--- src/rtl/fetch_unit_pkg.sv ---
// Shared types for the fetch front end.
//   fetch_entry_t : one instruction-queue entry {instr, pc}
//   fetch_state_t : fetch controller states
//   FETCH_ADDR_W / INS_COUNT_DEFAULT / RESET_PC_DEFAULT : default geometry
package fetch_unit_pkg;

    localparam int          FETCH_ADDR_W      = 32;
    localparam int          INS_COUNT_DEFAULT = 4;
    localparam logic [31:0] RESET_PC_DEFAULT  = 32'hBFC0_0000;

    typedef struct packed {
        logic [31:0]             instr;
        logic [FETCH_ADDR_W-1:0] pc;
    } fetch_entry_t;

    typedef enum logic [2:0] {
        IDLE,
        REQ,
        WAIT,
        DELIVER,
        DRAIN
    } fetch_state_t;

endpackage

--- src/rtl/fetch_unit_if.sv ---
// Bundle of the fetch unit's external handshakes: I-cache request/response,
// instruction-queue insert port and the backend redirect/flush pair.
//   master : the fetch unit side
//   slave  : the environment side (I-cache, queue, backend)
interface fetch_unit_if
    import fetch_unit_pkg::*;
#(
    parameter int INS_COUNT    = INS_COUNT_DEFAULT,
    parameter int ADDR_W       = FETCH_ADDR_W,
    parameter int INSCOUNTLOG2 = $clog2(INS_COUNT)
) ();

    // I-cache request / response
    logic                    ic_req_valid;
    logic                    ic_req_ready;
    logic [ADDR_W-1:0]       ic_req_addr;
    logic                    ic_resp_valid;
    logic [INS_COUNT*32-1:0] ic_resp_data;

    // Instruction queue insert port
    logic                    iq_full;
    logic                    ins_enable;
    logic [INSCOUNTLOG2-1:0] new_count;
    fetch_entry_t            new_elements [INS_COUNT];

    // Backend redirect and queue flush
    logic                    redirect;
    logic [ADDR_W-1:0]       redirect_pc;
    logic                    flush;

    modport master (
        output ic_req_valid, ic_req_addr,
        input  ic_req_ready, ic_resp_valid, ic_resp_data,
        input  iq_full,
        output ins_enable, new_count, new_elements,
        input  redirect, redirect_pc,
        output flush
    );

    modport slave (
        input  ic_req_valid, ic_req_addr,
        output ic_req_ready, ic_resp_valid, ic_resp_data,
        output iq_full,
        input  ins_enable, new_count, new_elements,
        output redirect, redirect_pc,
        input  flush
    );

endinterface

--- src/rtl/fetch_align.sv ---
// Packs one I-cache block into instruction-queue entries, starting at the
// word the fetch PC points to. Purely combinational.
//   block_base   : block-aligned address of the response
//   off          : word offset of the fetch PC inside the block
//   ic_resp_data : INS_COUNT words, word i at [32i+31:32i]
//   entries      : slot i holds word (off+i); slots past the block end are zero
//   new_count    : number of valid slots minus one
module fetch_align
    import fetch_unit_pkg::*;
#(
    parameter int INS_COUNT    = INS_COUNT_DEFAULT,
    parameter int ADDR_W       = FETCH_ADDR_W,
    parameter int INSCOUNTLOG2 = $clog2(INS_COUNT)
) (
    input  logic [ADDR_W-1:0]       block_base,
    input  logic [INSCOUNTLOG2-1:0] off,
    input  logic [INS_COUNT*32-1:0] ic_resp_data,
    output fetch_entry_t            entries [INS_COUNT],
    output logic [INSCOUNTLOG2-1:0] new_count
);

    // One extra bit so off+i can be compared against INS_COUNT without wrapping
    localparam int IW = INSCOUNTLOG2 + 1;

    logic [31:0] words [INS_COUNT];

    genvar gi;
    generate
        for (gi = 0; gi < INS_COUNT; gi++) begin : g_slot
            logic [IW-1:0]     idx;
            logic              in_range;
            logic [ADDR_W-1:0] slot_pc;

            assign words[gi] = ic_resp_data[32*gi +: 32];
            assign idx       = IW'(off) + IW'(gi);
            assign in_range  = (idx < IW'(INS_COUNT));
            assign slot_pc   = block_base + (ADDR_W'(idx) << 2);

            assign entries[gi] = in_range ? {words[idx[INSCOUNTLOG2-1:0]], slot_pc}
                                          : '0;
        end
    endgenerate

    // INS_COUNT is a power of two, so this never underflows
    assign new_count = INSCOUNTLOG2'(INS_COUNT - 1) - off;

endmodule

--- src/rtl/fetch_unit.sv ---
// Fetch stage in front of the instruction queue. Holds the fetch PC, issues
// one block-aligned I-cache request at a time, packs the response into queue
// entries and pushes them once the queue has room. Backend redirects reload
// the PC, flush the queue and discard any response still in flight.
//   clock, reset_n : clock and asynchronous active-low reset
//   bus            : fetch_unit_if.master (I-cache, queue and redirect ports)
module fetch_unit
    import fetch_unit_pkg::*;
#(
    parameter int                INS_COUNT    = INS_COUNT_DEFAULT,
    parameter int                ADDR_W       = FETCH_ADDR_W,
    parameter logic [ADDR_W-1:0] RESET_PC     = RESET_PC_DEFAULT,
    parameter int                INSCOUNTLOG2 = $clog2(INS_COUNT)
) (
    input  logic        clock,
    input  logic        reset_n,
    fetch_unit_if.master bus
);

    localparam int LOW_BITS = INSCOUNTLOG2 + 2;

    fetch_state_t            state_reg, state_next;
    logic [ADDR_W-1:0]       fetch_pc_reg, fetch_pc_next;
    fetch_entry_t            hold_entries_reg [INS_COUNT];
    logic [INSCOUNTLOG2-1:0] hold_count_reg;

    logic [ADDR_W-1:0]       block_base;
    logic [INSCOUNTLOG2-1:0] off;
    fetch_entry_t            align_entries [INS_COUNT];
    logic [INSCOUNTLOG2-1:0] align_count;

    logic                    req_valid;
    logic                    ins_en;
    logic                    hold_load;
    logic                    hold_clear;

    // The byte offset within a word never affects fetch
    logic                    unused_pc_bits;
    assign unused_pc_bits = ^fetch_pc_reg[1:0];

    assign block_base = {fetch_pc_reg[ADDR_W-1:LOW_BITS], LOW_BITS'(0)};
    assign off        = fetch_pc_reg[INSCOUNTLOG2+1:2];

    fetch_align #(
        .INS_COUNT    (INS_COUNT),
        .ADDR_W       (ADDR_W),
        .INSCOUNTLOG2 (INSCOUNTLOG2)
    ) u_align (
        .block_base   (block_base),
        .off          (off),
        .ic_resp_data (bus.ic_resp_data),
        .entries      (align_entries),
        .new_count    (align_count)
    );

    always_ff @(posedge clock or negedge reset_n) begin
        if (!reset_n) begin
            state_reg      <= IDLE;
            fetch_pc_reg   <= RESET_PC;
            hold_count_reg <= '0;
            for (int i = 0; i < INS_COUNT; i++) begin
                hold_entries_reg[i] <= '0;
            end
        end else begin
            state_reg    <= state_next;
            fetch_pc_reg <= fetch_pc_next;
            if (hold_load) begin
                hold_count_reg <= align_count;
                for (int i = 0; i < INS_COUNT; i++) begin
                    hold_entries_reg[i] <= align_entries[i];
                end
            end else if (hold_clear) begin
                hold_count_reg <= '0;
                for (int i = 0; i < INS_COUNT; i++) begin
                    hold_entries_reg[i] <= '0;
                end
            end
        end
    end

    // Redirect wins over every other event outside IDLE. A request is never
    // issued and nothing is pushed in a redirect cycle.
    always_comb begin
        state_next    = state_reg;
        fetch_pc_next = fetch_pc_reg;
        req_valid     = 1'b0;
        ins_en        = 1'b0;
        hold_load     = 1'b0;
        hold_clear    = 1'b0;

        case (state_reg)
            IDLE: begin
                state_next = REQ;
            end

            REQ: begin
                req_valid = ~bus.redirect;
                if (bus.redirect) begin
                    fetch_pc_next = bus.redirect_pc;
                end else if (bus.ic_req_ready) begin
                    state_next = WAIT;
                end
            end

            WAIT: begin
                if (bus.redirect) begin
                    fetch_pc_next = bus.redirect_pc;
                    // A response arriving with the redirect is the stale one;
                    // otherwise it is still owed and must be drained.
                    state_next    = bus.ic_resp_valid ? REQ : DRAIN;
                end else if (bus.ic_resp_valid) begin
                    hold_load  = 1'b1;
                    state_next = DELIVER;
                end
            end

            DELIVER: begin
                ins_en = ~bus.iq_full & ~bus.redirect;
                if (bus.redirect) begin
                    fetch_pc_next = bus.redirect_pc;
                    hold_clear    = 1'b1;
                    state_next    = REQ;
                end else if (ins_en) begin
                    // Continue at the next sequential block, offset 0
                    fetch_pc_next = block_base + ADDR_W'(INS_COUNT * 4);
                    state_next    = REQ;
                end
            end

            DRAIN: begin
                if (bus.redirect) begin
                    fetch_pc_next = bus.redirect_pc;
                end
                if (bus.ic_resp_valid) begin
                    state_next = REQ;
                end
            end

            default: begin
                state_next = IDLE;
            end
        endcase
    end

    assign bus.ic_req_valid = req_valid;
    assign bus.ic_req_addr  = block_base;
    assign bus.ins_enable   = ins_en;
    assign bus.new_count    = hold_count_reg;
    assign bus.new_elements = hold_entries_reg;
    assign bus.flush        = bus.redirect & reset_n;

endmodule
--- src/flat_wrapper.sv ---
// flat-port wrapper written by rule: the top's interface ports become plain ports
module fetch_unit_flat import fetch_unit_pkg::*;
#(
    parameter int                INS_COUNT    = INS_COUNT_DEFAULT,
    parameter int                ADDR_W       = FETCH_ADDR_W,
    parameter logic [ADDR_W-1:0] RESET_PC     = RESET_PC_DEFAULT,
    parameter int                INSCOUNTLOG2 = $clog2(INS_COUNT)
)
  (clock, reset_n, bus_ic_req_valid, bus_ic_req_addr, bus_ic_req_ready, bus_ic_resp_valid, bus_ic_resp_data, bus_iq_full, bus_ins_enable, bus_new_count, bus_new_elements, bus_redirect, bus_redirect_pc, bus_flush);
  fetch_unit_if #(.INS_COUNT(INS_COUNT), .ADDR_W(ADDR_W), .INSCOUNTLOG2(INSCOUNTLOG2)) bus_i ();
  input  logic clock;
  input  logic reset_n;
  output wire logic [$bits(bus_i.ic_req_valid)-1:0] bus_ic_req_valid;
  output wire logic [$bits(bus_i.ic_req_addr)-1:0] bus_ic_req_addr;
  input wire logic [$bits(bus_i.ic_req_ready)-1:0] bus_ic_req_ready;
  input wire logic [$bits(bus_i.ic_resp_valid)-1:0] bus_ic_resp_valid;
  input wire logic [$bits(bus_i.ic_resp_data)-1:0] bus_ic_resp_data;
  input wire logic [$bits(bus_i.iq_full)-1:0] bus_iq_full;
  output wire logic [$bits(bus_i.ins_enable)-1:0] bus_ins_enable;
  output wire logic [$bits(bus_i.new_count)-1:0] bus_new_count;
  output wire logic [$bits(bus_i.new_elements)-1:0] bus_new_elements;
  input wire logic [$bits(bus_i.redirect)-1:0] bus_redirect;
  input wire logic [$bits(bus_i.redirect_pc)-1:0] bus_redirect_pc;
  output wire logic [$bits(bus_i.flush)-1:0] bus_flush;
  assign bus_ic_req_valid = bus_i.ic_req_valid;
  assign bus_ic_req_addr = bus_i.ic_req_addr;
  assign bus_i.ic_req_ready = bus_ic_req_ready;
  assign bus_i.ic_resp_valid = bus_ic_resp_valid;
  assign bus_i.ic_resp_data = bus_ic_resp_data;
  assign bus_i.iq_full = bus_iq_full;
  assign bus_ins_enable = bus_i.ins_enable;
  assign bus_new_count = bus_i.new_count;
  assign bus_new_elements = {>>{bus_i.new_elements}};
  assign bus_i.redirect = bus_redirect;
  assign bus_i.redirect_pc = bus_redirect_pc;
  assign bus_flush = bus_i.flush;
  fetch_unit #(.INS_COUNT(INS_COUNT), .ADDR_W(ADDR_W), .RESET_PC(RESET_PC), .INSCOUNTLOG2(INSCOUNTLOG2)) u_core (.clock(clock), .reset_n(reset_n), .bus(bus_i));
endmodule
--- config.mk ---
export PLATFORM = sky130hd
export DESIGN_NAME = fetch_unit_flat
export DESIGN_NICKNAME = d
export VERILOG_FILES = /design/src/rtl/fetch_unit_pkg.sv /design/src/rtl/fetch_unit_if.sv /design/src/rtl/fetch_align.sv /design/src/rtl/fetch_unit.sv /design/src/flat_wrapper.sv
export SDC_FILE = /design/constraint.sdc
export NUM_CORES = 1
export LEC_CHECK = 0
export CAP_MARGIN = 40
export CORE_MARGIN = 1
export CORE_UTILIZATION = 47
export CTS_BUF_LIST = sky130_fd_sc_hd__clkbuf_4 sky130_fd_sc_hd__clkbuf_8 sky130_fd_sc_hd__clkbuf_16
export CTS_CLUSTER_SIZE = 20
export DETAILED_ROUTE_END_ITERATION = 8
export HOLD_SLACK_MARGIN = 0.03
export PLACE_DENSITY = 0.81
export SYNTH_ARGS = -nofsm -noshare
export SYNTH_HDL_FRONTEND = slang
export SYNTH_SLANG_ARGS = --single-unit
--- constraint.sdc ---
create_clock -name clock -period 3.86 [get_ports clock]
set_input_delay 0.965 -clock clock [delete_from_list [all_inputs] [get_ports clock]]
set_output_delay 0.965 -clock clock [all_outputs]
set_load 0.1 [all_outputs]
# == Word-level counts from Yosys, hierarchy flattened ==
# Index checks and enable logic that the tools add are counted.
# word_totals
register_bits,293
out_inout_bits,293
word_cells,92
# classes
add_sub_neg,9
order_cmp,8
n_eq_ne,10
mux,40
n_bitwise,8
reduce_logical,6
# op_table
operator,count
$mux W256,2
$mux W32,11
$bmux W32 S2,4
$mux W64,4
$add A32 B5 Y32,3
$pmux W32 S2,1
$add A32 B4 Y32,1
$add A32 B5 Y32 const B,1
$mux W3,8
$pmux W3 S5,1
$ge A3 B3 Y1 const B,4
$not A2 Y3,4
$lt A3 B3 Y1 const B,3
$mux W1,7
$add A2 B2 Y3 const B,2
$eq A3 B2 Y1 const B,2
$ne A2 B2 Y1 const B,3
$reduce_and A5 Y1,1
$mux W2,2
$reduce_bool A2 Y1,2
$add A2 B1 Y3 const B,1
$eq A3 B1 Y1 const B,1
$eq A3 B3 Y1 const B,1
$logic_not A3 Y1,1
other kinds (9),11

# == Depth between registers and ports, before layout ==
# Gate-level depths: netlist (run 1).
# depth
depth_word,7
mapped_depth,13
ltp_nobuf,8

# == Modules after synthesis ==
# From an unflattened synthesis (run 1), not the netlist that was laid out.
# unflattened
hier_cells,1589
area_unflattened_um2,17459.2
# modules_own_cells
mod,n_inst,cells_per_inst,area_each_um2,seq_area_each_um2
fetch_unit,1,865,11325.9,7293.2
fetch_align,1,724,6133.4,0.0

# == Least setup slack after synthesis (run 1) ==
# OpenSTA, ideal clock, no wires.
# synth_timing
path_type,input-to-output
from,in bus_redirect
to,out bus_ic_req_valid
arrival_ns,4.061
path_slack_ns,-1.166
path_stages,2
path_buffers,1
path_cell_list,clkbuf_2 -> nor4_1
# synth_via
elab_chain_len,2
# synth_rtl
item,line,rtl
start: declaration,flat_wrapper.sv:22,input wire logic [$bits(bus_i.redirect)-1:0] bus_redirect;
$not A1 Y1,fetch_unit.sv:97,req_valid = ~bus.redirect;
$mux W1,fetch_unit.sv:91,case (state_reg)
end: declaration,flat_wrapper.sv:13,output wire logic [$bits(bus_i.ic_req_valid)-1:0] bus_ic_req_valid;
# Every way passes these cells.

# == Worst setup path after layout (run 1) ==
# layout_timing
from,in bus_redirect
to,out bus_ins_enable
# layout_via
elab_chain_len,3
# layout_rtl
item,line,rtl
$not A1 Y1,fetch_unit.sv:118,ins_en = ~bus.iq_full & ~bus.redirect;
$and A1 B1 Y1,fetch_unit.sv:118,
$mux W1,fetch_unit.sv:91,
end: declaration,flat_wrapper.sv:19,output wire logic [$bits(bus_i.ins_enable)-1:0] bus_ins_enable;
# Every way passes these cells.

==> results of run 1 <==
[worst register-to-register path: stages, from the launching register on]
cell     delay, ps
dfrtp_4        630
inv_1          200
ha_4           590
buf_12         410
o21ai_0        220
o21ai_0        490
buf_4          250
[cells in the mapped netlist (4+ instances only)]
cell type,instances,area share (%)
nand3_1,17,0.59
mux4_2,32,5.0
ha_1,8,0.70
and2_1,7,0.30
inv_1,11,0.29
a21o_1,4,0.21
o21ai_0,193,6.7
clkbuf_1,65,1.7
dfrtp_1,272,47
a21oi_1,64,2.2
xor2_1,22,1.3
nor3_1,9,0.31
nor4_1,4,0.17
xnor2_1,18,1.1
buf_4,49,2.6
a22o_1,101,6.2
nand2_1,225,5.9
a31oi_1,8,0.35
o22ai_1,5,0.22
and4_1,5,0.30
mux2i_1,65,4.5
and3_1,5,0.22
dfstp_2,9,1.6
nor2_1,66,1.7
buf_1,4,0.10
mux2_2,33,2.6
buf_2,54,1.9
nand4_1,28,1.2
[cells in the final DEF (no fill, tap or decap), types with 32 or more instances in the layout]
cell               n
mux2i_1           65
a22o_1           101
mux2_2            33
mux4_2            32
buf_4             77
buf_16            89
clkdlybuf4s50_1  390
nor2_1            66
a21oi_1           64
dfrtp_1          270
buf_8            142
nand2_1          222
o21ai_0          193
[kinds of logic (layout without fill, tap and decap cells)]
logic type	count (synthesis)	after routing	synth area share (%)
adders and majority gates	8	8	0.696
buffers and inverters	185	776	6.60
other	1	18	0.0261
xor gates and xnor gates	40	40	2.44
muxes	130	130	12.1
and+or+nand+nor	380	380	11.6
DFF	281	281	49.0
AOI/OAI and AO/OA	402	402	17.5
[where the power goes]
part	total, mW	switching, mW	internal, mW
clock network	3.00	1.27	1.73
registers	3.80	0.514	3.29
logic	6.25	4.08	2.16
total	13.0	5.87	7.18
[final cells by class]
| class | instances | area share (%) |
|---|---|---|
| inverters | 11 | 0.169 |
| clock inverters | 11 | 0.395 |
| flip-flops and latches | 281 | 28.9 |
| multi-input cells | 972 | 26.5 |
| well taps | 390 | 2.00 |
| diodes | 6 | 0.0616 |
| clock buffers | 45 | 3.82 |
| repair buffers | 709 | 38.1 |
[routing by layer]
| layer | track usage [%] | vias up |
|---|---|---|
| met2 | 71.2 | 1240 |
| met3 | 13.7 | 378 |
| li1 | - | 6198 |
| met1 | 45.2 | 7435 |
| met5 | 0 | - |
| met4 | 29.3 | 0 |
[per-stage QoR]
stage	setup WS (ps)	instance area [sq um]
after floorplan	12.2	14400
after global placement	556	18800
after detailed placement	493	23300
after CTS	542	24300
after global routing	474	24400
final	523	24400
[worst max-delay path by stage]
stage / start / end / slack, ps / cells past startpoint
floorplan: bus_redirect / bus_ic_req_valid / 10 / 2
global placement: bus_redirect / bus_ins_enable / 560 / 5
detailed placement: bus_redirect / u_core.bus.new_elements[178]$_DFFE_PN0P_ / 490 / 6
CTS: bus_redirect / bus_ins_enable / 540 / 5
global route: bus_redirect / bus_ins_enable / 470 / 5
finish: bus_redirect / bus_ins_enable / 520 / 5
==> run_results.csv, run 1 <==
group,metric,value,unit
setup_path,critPathBufInv,3,
sta,drv_slew,0,
cts,root_buffer,"clkbuf_16",
drt,finalWirelength,66400,um
cts,htreeDepth,1,
layout,largest_register_ffs,247,
drt,met2_length,32500,um
logic_synthesis,ys_ff_latch,281,
logic_synthesis,syn_inst,1427,
setup_path,worstPathCellList,"clkdlybuf4s50_1 > nor3_2 > nand2_1 > inv_1 > buf_12",
placement,place.gp.congestion,0.921,
layout,seqCellArea,7050,sq um
logic_synthesis,yosys_warnings,0,
power,p_leak,10.5,nW
sta,min_period,3340,ps
cts,cts_resized,0,
setup_path,worstPathRequired,2890,ps
cts,clk_latency,560,ps
floorplanning,core_region_area,29900,sq um
logic_synthesis,synth_flop_cell,"dfrtp_1",
setup_path,r2r_start,"u_core.fetch_pc_reg[2]$_DFFE_PN0P_",
sta,tightest_slew,865,ps
cts,cts_buffer_depth,3,
sta,period_share,86.5,%
sta,setup_viol,0,
placement,io_buffers,444,
drt,drt_iter0_drc,1913,
cts,cts.sinks,281,
grt,grt_pass1_wl,98800,um
outcome,status,"complete, no violations",
layout,num-fill-cells,1545,
drt,dr.pass1.iters,6,
grt,grt_max_degree,118,
sta,max_freq,300,MHz
drt,viasPerCell,6.29,
placement,dp_hpwl,45400,um
sta,tns,0,ps
drt,ant_nets,0,
setup_path,crit_type,"primary input to output port",
drt,wl_met3,7230,um
setup_path,cpPeakStageDelay,640,ps
cts,clkTransAtPathRegs,60,ps
logic_synthesis,async_flop_share,100,%
drt,wire_per_inst,27.4,um
cts,cts_tree,"yes",
layout,drive_gt1_share,23.0,%
setup_path,crit_path_end_kind,"output port",
drt,wl_met1,21400,um
setup_path,r2r_cells,6,
power,powerDensity,535,nW/um^2
grt,grt-ovfl-total,0,
floorplanning,dieArea,31300,sq um
layout,utilization,81.6,%
sta,clock_skew,13.5,ps
layout,stdcell_count,2425,
logic_synthesis,ys_seq_area_share,49.0,%
min_path,worstHoldPathType,"primary input to async pin",
floorplanning,die_x,177,um
drt,vias,15300,
grt,track_usage,42.4,%
setup_path,worstReg2RegEnd,"u_core.bus.new_elements[41]$_DFFE_PN0P_",
setup_path,path_delay_family,"buffers and inverters",
layout,multi_input_area,6470,sq um
cts,ctsHoldBuffers,0,
sta,relSlewSlack,41.8,%
floorplanning,fp.dieH,177,um
drt,drt_drc_violations_left,0,
cts,numCtsBuffers,30,
placement,dp_cells,2362,
setup_path,cp_max_fo,8,
drt,top_layer,"met4",
logic_synthesis,synth-edff-count,0,
sta,rsz0062_at_grt,"no",
layout,fin_nets,2179,
floorplanning,pin_count,459,
power,power,13.0,mW
grt,grt_pass1_vias,16000,
logic_synthesis,syn_area,14400,sq um
logic_synthesis,synth.avg_cell_area,10.1,sq um
sta,hold_viol,0,
setup_path,cpMaxStageDelayCell,"clkdlybuf4s50_1",
setup_path,critPathArrivalTime,2370,ps
layout,syn_to_final_growth,69.5,%
grt,antenna_found_initial,6,
run,cap_violations,0,
setup_path,cp-start-kind,"primary input",
floorplanning,num_rows,63,
sta,whs,254,ps
power,ir_worst_vdd,0.594,mV
setup_path,reg2reg_slack,1010,ps
floorplanning,start_util,48.1,%
logic_synthesis,synth_cell_types,57,
cts,postCtsSetupRepairBufs,0,
No activity file was read; power rests on OpenSTA's default activity.
==> run 2, diff against run 1 <==
--- a/config.mk
+++ b/config.mk
@@ -6,13 +6,14 @@
 export NUM_CORES = 1
 export LEC_CHECK = 0
 export CAP_MARGIN = 40
-export CORE_MARGIN = 1
 export CORE_UTILIZATION = 47
 export CTS_BUF_LIST = sky130_fd_sc_hd__clkbuf_4 sky130_fd_sc_hd__clkbuf_8 sky130_fd_sc_hd__clkbuf_16
 export CTS_CLUSTER_SIZE = 20
 export DETAILED_ROUTE_END_ITERATION = 8
 export HOLD_SLACK_MARGIN = 0.03
+export MAX_ROUTING_LAYER = met4
 export PLACE_DENSITY = 0.81
 export SYNTH_ARGS = -nofsm -noshare
 export SYNTH_HDL_FRONTEND = slang
 export SYNTH_SLANG_ARGS = --single-unit
+export TNS_END_PERCENT = 10
==> run_results.csv, run 2 (synthesis results as in run 1) <==
group,metric,value,unit
layout,drive_gt1_share,22.7,%
layout,final_common_cell,"clkdlybuf4s50_1",
sta,tns,0,ps
sta,max_freq,296,MHz
layout,fin_nets,2172,
drt,finalWirelength,65900,um
layout,multi_input_area,6470,sq um
cts,htreeDepth,1,
drt,wire_per_inst,27.2,um
setup_path,r2r_cells,6,
cts,cts.sinks,281,
setup_path,cp_max_fo,8,
drt,viasPerCell,6.26,
floorplanning,pin_count,459,
layout,stdcell_count,2424,
cts,numCtsBuffers,30,
min_path,worstHoldPathType,"primary input to async pin",
cts,root_buffer,"clkbuf_16",
layout,largest_register_ffs,247,
floorplanning,start_util,48.1,%
setup_path,crit_type,"primary input to output port",
cts,cts_tree,"yes",
setup_path,worstReg2RegEnd,"u_core.fetch_pc_reg[24]$_DFFE_PN1P_",
sta,setup_viol,0,
sta,relSlewSlack,34.7,%
placement,dp_cells,2354,
sta,rsz0062_at_grt,"no",
floorplanning,fp.dieH,177,um
sta,tightest_slew,970,ps
grt,antenna_found_initial,12,
setup_path,critPathCapture,"bus_ins_enable",
power,powerDensity,541,nW/um^2
run,cap_violations,0,
layout,utilization,81.7,%
floorplanning,die_x,177,um
setup_path,cp-start-kind,"primary input",
setup_path,crit_path_end_kind,"output port",
placement,dp_hpwl,45500,um
cts,clk_latency,560,ps
drt,dr.pass1.iters,8,
sta,min_period,3380,ps
grt,grt_pass1_vias,15700,
sta,clock_skew,10.2,ps
drt,ant_nets,0,
outcome,status,"complete, no violations",
power,power,13.2,mW
layout,num-fill-cells,1482,
placement,io_buffers,444,
cts,cts_resized,0,
sta,period_share,87.6,%
sta,drv_slew,0,
cts,postCtsSetupRepairBufs,0,
setup_path,r2r_start,"u_core.fetch_pc_reg[4]$_DFFE_PN0P_",
cts,clkTransAtPathRegs,60,ps
grt,grt_max_degree,173,
layout,final_cell_mix,"clkdlybuf4s50_1 (389), dfrtp_1 (270), nand2_1 (222), o21ai_0 (193), buf_8 (135)",
drt,drt_iter0_drc,1858,
setup_path,critPathArrivalTime,2410,ps
placement,place.gp.congestion,0.934,
drt,drt_drc_violations_left,0,
layout,seqCellArea,7050,sq um
setup_path,reg2reg_slack,1250,ps
setup_path,worstPathRequired,2890,ps
grt,grt-ovfl-total,0,
cts,ctsHoldBuffers,0,
grt,track_usage,43.5,%
grt,grt_pass1_wl,98200,um
drt,vias,15200,
layout,syn_to_final_growth,69.7,%
floorplanning,dieArea,31300,sq um
floorplanning,num_rows,63,
power,ir_worst_vdd,0.594,mV
sta,hold_viol,0,
floorplanning,core_region_area,29900,sq um
cts,cts_buffer_depth,3,
setup_path,startpoint,"bus_redirect",
power,p_leak,10.5,nW
run 2: changes by cell type in the layout (fill, tap and decap cells not counted):
cell and delta:
inv_6 -1, bufinv_16 +3, buf_12 -1, buf_4 -3
buf_16 +4, diode_2 +6, clkinvlp_4 -2, buf_8 -7
clkbuf_8 -1, clkinv_2 +3, buf_2 +1, clkbuf_4 -2
clkdlybuf4s50_1 -1
run 2: metal layers:
metal | wire length [um] | track usage, % | vias to the layer above
met3 | 6880 | 14.8 | 387
li1 | - | - | 6200
met4 | 5410 | 30.1 | 0
met1 | 21200 | 44.3 | 7405
met5 | 0 | - | -
met2 | 32400 | 70.6 | 1174
run 2: per-stage QoR:
step	worst slack (ps)	instance area [sq um]	hold slack, ps
floorplan	12.2	14400	572
global placement	536	18700	462
detailed placement	460	23300	470
CTS	495	24400	325
global route	381	24400	332
finish	480	24400	314
run 2: area by class of cell:
type                       instances  area share, %
antenna                           12          0.123
clock buffer                      42           3.70
clock inverter                    14          0.728
inverter                          11          0.169
multi-input combinational        972           26.5
sequential                       281           28.9
tap                              390           2.00
timing repair buffer             702           37.9
run 2: power by group:
| part | switching, mW | internal, mW | total (mW) |
|---|---|---|---|
| clock network | 1.27 | 1.89 | 3.16 |
| logic | 4.08 | 2.16 | 6.24 |
| registers | 0.511 | 3.29 | 3.80 |
| total | 5.86 | 7.34 | 13.2 |
run 2: worst min-delay path by stage:
stage / endpoint / depth (start not counted) / slack [ps] / start
after global routing: u_core.bus.new_elements[151]$_DFFE_PN0P_ / 1 / 330 / reset_n
after detailed placement: u_core.bus.new_elements[127]$_DFFE_PN0P_ / 2 / 470 / u_core.bus.new_elements[127]$_DFFE_PN0P_
after floorplan: u_core.state_reg[2]$_DFFE_PN0P_ / 2 / 570 / u_core.state_reg[0]$_DFFE_PN0P_
final: u_core.bus.new_elements[151]$_DFFE_PN0P_ / 1 / 310 / reset_n
after global placement: u_core.bus.new_elements[115]$_DFFE_PN0P_ / 2 / 460 / u_core.bus.new_elements[115]$_DFFE_PN0P_
after CTS: u_core.bus.new_elements[151]$_DFFE_PN0P_ / 1 / 320 / reset_n
run 2: critical path, stage by stage:
cell             delay, ps
clkdlybuf4s50_1        650
nor3_2                 370
nand2_1                120
inv_1                  120
buf_12                 180
